## src/rtl/mips_pkg.sv

```systemverilog
// Shared MIPS pipeline definitions: register index/data word types and the
// fixed architectural constants used by the writeback stage and forwarding unit.
package mips_pkg;

  localparam int unsigned NREG     = 32;
  localparam int unsigned DW       = 32;
  localparam int unsigned REGIDX_W = 5;

  typedef logic [REGIDX_W-1:0] regidx_t;
  typedef logic [DW-1:0]       word_t;

  localparam regidx_t REG_ZERO = 5'd0;

endpackage

```

## src/rtl/wb_mux.sv

```systemverilog
// 2:1 writeback select (load data vs ALU result); shared with the forwarding unit.
module wb_mux #(
  parameter int unsigned W = 32
) (
  input  logic         i_sel,
  input  logic [W-1:0] i_alu,
  input  logic [W-1:0] i_mem,
  output logic [W-1:0] o_data
);

  assign o_data = i_sel ? i_mem : i_alu;

endmodule

```

## src/rtl/wb_regfile.sv

```systemverilog
// Writeback stage + 32x32 architectural register file with retired-write counter.
// Optional macro WB_REGFILE_BYPASS_EN: write-first bypass from WB onto qa/qb.
module wb_regfile #(
  parameter int unsigned NREG = 32,
  parameter int unsigned DW   = 32,
  parameter int unsigned CNTW = 32
) (
  input  logic                 clk,
  input  logic                 resetn,
  input  logic                 wwreg,
  input  logic                 wm2reg,
  input  mips_pkg::regidx_t    wmux_id_out,
  input  logic [DW-1:0]        walu_out,
  input  logic [DW-1:0]        wdmem_out,
  input  mips_pkg::regidx_t    rna,
  input  mips_pkg::regidx_t    rnb,
  output logic [DW-1:0]        qa,
  output logic [DW-1:0]        qb,
  output logic [DW-1:0]        wb_data,
  output logic                 wb_we,
  output logic [CNTW-1:0]      wb_count
);

  import mips_pkg::*;

  logic [DW-1:0]   r_regs [NREG];
  logic [CNTW-1:0] r_count;
  logic [DW-1:0]   w_wb_data;
  logic            w_wb_we;
  logic [DW-1:0]   w_qa_raw;
  logic [DW-1:0]   w_qb_raw;

  wb_mux #(.W(DW)) u_wb_mux (
    .i_sel  (wm2reg),
    .i_alu  (walu_out),
    .i_mem  (wdmem_out),
    .o_data (w_wb_data)
  );

  // Index 0 never asserts the write enable, so r_regs[0] stays at its reset value.
  assign w_wb_we = wwreg && (wmux_id_out != REG_ZERO);

  always_ff @(posedge clk or negedge resetn) begin
    if (!resetn) begin
      for (int i = 0; i < int'(NREG); i++) begin
        r_regs[i] <= '0;
      end
      r_count <= '0;
    end else if (w_wb_we) begin
      r_regs[wmux_id_out] <= w_wb_data;
      r_count             <= r_count + {{(CNTW-1){1'b0}}, 1'b1};
    end
  end

  assign w_qa_raw = (rna == REG_ZERO) ? '0 : r_regs[rna];
  assign w_qb_raw = (rnb == REG_ZERO) ? '0 : r_regs[rnb];

`ifdef WB_REGFILE_BYPASS_EN
  // w_wb_we already excludes index 0, so register 0 still reads as zero.
  assign qa = (w_wb_we && (rna == wmux_id_out)) ? w_wb_data : w_qa_raw;
  assign qb = (w_wb_we && (rnb == wmux_id_out)) ? w_wb_data : w_qb_raw;
`else
  assign qa = w_qa_raw;
  assign qb = w_qb_raw;
`endif

  assign wb_data  = w_wb_data;
  assign wb_we    = w_wb_we;
  assign wb_count = r_count;

endmodule

```

## config.mk

```make
export PLATFORM = sky130hd
export DESIGN_NAME = wb_regfile
export DESIGN_NICKNAME = d
export VERILOG_FILES = /design/src/rtl/mips_pkg.sv /design/src/rtl/wb_mux.sv /design/src/rtl/wb_regfile.sv
export SDC_FILE = /design/constraint.sdc
export NUM_CORES = 2
export LEC_CHECK = 0
export ABC_CLOCK_PERIOD_IN_PS = 2300
export CAP_MARGIN = 20
export CORE_MARGIN = 2
export CORE_UTILIZATION = 35
export CTS_BUF_LIST = sky130_fd_sc_hd__clkbuf_16
export CTS_CLUSTER_DIAMETER = 60
export DETAILED_ROUTE_END_ITERATION = 12
export PLACE_DENSITY = 0.52
export SLEW_MARGIN = 20
export SYNTH_ARGS = -nofsm -noshare
export SYNTH_HDL_FRONTEND = slang
export SYNTH_SLANG_ARGS = --single-unit
```

## constraint.sdc

```tcl
create_clock -name clk -period 2.3 [get_ports clk]
set_input_delay 0.23 -clock clk [delete_from_list [all_inputs] [get_ports clk]]
set_output_delay 0.23 -clock clk [all_outputs]
set_load 0.01 [all_outputs]
```

==> metrics.md <==
| Metric | Value |
|---|---|
| Status | finished, violations left |
| Failing checks | setup timing |
| Final Core Density | 47.10% |
| Top Ports | 212 |
| Syn_nets | 4949 |
| WL/cell | between 20 and 30 um |
| Sequential Power Share | 40.1% |
| Power per Cell Area | 883.0 nW/um^2 |
| Final wirelength | 204000 um |
| Routed Antenna Nets | 0 |
| Critical path type | register to primary output |
| DRC | 0 |
| Worst slew pin tran | 786.3 ps |
| Slew margin rel. | a little under half |
| Worst setup EP type | primary output |
| Clock Sinks | 1056 |
| Post-synth top cells | dfrtp_1 (1056), a21oi_1 (565), nor2_1 (538) |
| Global Route Usage Sum | between 20% and 30% |
| Yosys warning count | 0 |
| Clock Latency Late Sink | around 780 ps |
| CP top delay family | compound AO/OA/AOI/OAI gates |
| Critical path launch point type | register |
| Max Freq | about 350 MHz |
| Final net count | 5710 |
| Share of cells above drive strength 1 | 34.15% |
| Critical Path RT | 2070 ps |
| Setup ws final | -526.9 ps |
| DR vias | between 40000 and 50000 |
| CTS max path bufs | 3 |
| Slowest CP cell | mux4_2 |
| Grt ovf | 0 |
| Dominant cells by area after synthesis | dfrtp_1 (49%), mux4_2 (18%), a21oi_1 (5.3%) |
| Critical Path Max Stage Delay | 500 ps |
| CP arrival | 2600 ps |
| Setup tns final | -22460 ps |
| Ys async rst share | 100.0% |
| Port-buffer cells | roughly 210 |
| Initial Util | 35.26% |
| Combinational share of power | 27.2% |
| Post-synthesis cell count | 4865 |
| Seq/Total Area, Yosys | 49.28% |
| CTS clk-pin slew, worst paths | 60 ps |
| Synth Register Bits | 1056 |
| Final Critical Period | between 2000 and 3000 ps |
| Internal power | approximately 0.044 W |
| First-pass GRT wire length | 302300 um |
| Initial DRC count | 3836 |
| Max Slew Vio Count | 0 |
| Post-route cell area | 71640 sq um |
| Cell area after placement | around 65000 sq um |
| R2r endpoint | wb_count[30]$_DFFE_PN0P_ |
| Most common cell in the synthesized netlist | dfrtp_1 |
| Final Hold Violating Endpoints | 0 |
| Site Rows | 143 |
| Die X | just under 400 um |
| Post-route clock period utilization | 122.9% |
| R2R Path Start | wb_count[10]$_DFFE_PN0P_ |
| Top-area cell type share of the netlist area | ~49% |
| Cell Area, Synth | 53620 sq um |
| Net Switching | approximately 0.019 W |
| Via density | 5.617 |
| Post-synth EDFFs | 0 |
| Root buf cell | clkbuf_16 |
| Area leader, netlist | dfrtp_1 |
| RSZ-0062 raised after global routing | true |
| Maxcap violations | 0 |
| R2R Setup Slk | 360 ps |
| Maximum vdd ir drop | 815.9 uV |
| Crit-path cells | buf_6 -> mux4_2 -> a22o_1 -> a211oi_2 -> nor3_4 -> buf_2 |
| First-pass iteration count of the detailed router | 7 |
| Net Sw Frac | 30.60% |
| Syn avg cell area | 11.02 sq um |
| Initial antenna violation count | 2 |
| Synth cell types | 50 |
| Final Skew | approximately 28 ps |
| R2R cell count | 5 |
| CTS tree | done |
| Final count of negative-setup-slack endpoints | 64 |
| Vias in the first global route | 44018 |
| Core footprint | 152100 sq um |
| Layout area overhead | 33.59% |
| Routability cong. | 0.8769 |
| WP buf/inv | 2 |
| DIE AREA | 156400 sq um |
| Hold/Removal Path Class | primary input to asynchronous set/reset pin |
| Die Height | 395.4 um |
| H-tree depth | 4 |
| Leakage power | slightly above 30 nW |
| Clock network power share | 32.6% |
| Total CTS buffers | 131 |
| Ys flop type | dfrtp_1 |
| Worst-path fanout max | 2 |
| DP HPWL | 140400 um |
| Largest net degree at the start of global routing | 108 |
==> cell type report <==
type,count,area (sq um)
fill,13823,80450
multi-input combinational,3226,27000
sequential,1056,26430
timing repair buffer,1150,11190
clock buffer,134,3353
tap,2030,2540
clock inverter,101,887.1
inverter,61,229.0
antenna,4,10.01
==> power groups by stage <==
stage          clock, W  sequential (W)  combinational [W]
3_5_place_dp          0          0.0255             0.0159
5_1_grt          0.0218          0.0258             0.0187
3_3_place_gp          0          0.0254             0.0156
6_report         0.0206          0.0254             0.0172
4_1_cts          0.0210          0.0253             0.0168
2_1_floorplan         0          0.0248            0.00876
==> per-layer routing <==
metal  track usage, %  routed length [um]  vias up
li1                 -                   -    19216
met1            37.63               91100    22536
met2            39.66               92320     1526
met3            4.667               13990      319
met4            8.650                6621        0
met5                0                   0        -
==> layout by cell type, fill, tap and decap left out, types with 164 or more instances in the layout <==
| master | instances |
|---|---|
| nor2_1 | 525 |
| mux2i_1 | 190 |
| buf_4 | 732 |
| o21ai_0 | 481 |
| dfrtp_1 | 1056 |
| buf_12 | 164 |
| nand2_1 | 500 |
| a21oi_1 | 539 |
| mux4_2 | 423 |
==> cells by family (layout without fill, tap and decap cells) <==
kind of cell	count (synthesis)	after routing	synth area share, %
AOI/OAI and AO/OA	1335	1335	13.95
xor gates and xnor gates	31	31	0.5063
adders and majority gates	1	1	0.02333
buffers and inverters	583	1446	4.599
DFF	1056	1056	49.28
muxes	710	710	23.20
other	0	4	0
and+or+nand+nor	1149	1149	8.447
==> flip-flops by register name, summed over array words and instances (netlist names) <==
name	count
r_regs	1024
wb_count	32
==> stage by stage <==
step	setup WS (ps)	hold slack (ps)	total power, W	cells
finish	-526.9	128.2	0.06325	7762
detailed placement	-1414	133.2	0.04141	7471
CTS	-555.6	89.99	0.06313	7740
global route	-609.7	118.8	0.06629	7758
floorplan	240.0	-65.59	0.03357	4865
global placement	-1451	130.5	0.04103	7471
==> worst max-delay path by stage <==
| stage | start | to | slack [ps] | depth (start not counted) |
|---|---|---|---|---|
| floorplan | rna[0] | qa[30] | 240 | 6 |
| global placement | rna[3] | qa[5] | -1450 | 12 |
| detailed placement | rna[3] | qa[5] | -1410 | 12 |
| CTS | r_regs[8]$_DFFE_PN0P_ | qa[8] | -560 | 6 |
| global route | r_regs[2]$_DFFE_PN0P_ | qa[2] | -610 | 6 |
| finish | r_regs[2]$_DFFE_PN0P_ | qa[2] | -530 | 6 |
==> worst register-to-register path, cell delays in order (launching register included) <==
cell and delay [ps]:
dfrtp_1 430, and3_1 250, nand4_1 230, or3_1 550, nor4_1 270, xor2_1 170
==> timing repair <==
item	in CTS	in global routing
cloned	0	0
setup buffers	48	23
endpoints found under the setup margin	65	64
gates resized for setup	610	77
pin swaps	126	43
endpoints found under the hold margin	847	0
hold buffers	2	0
(Power assumes the default switching activity.)
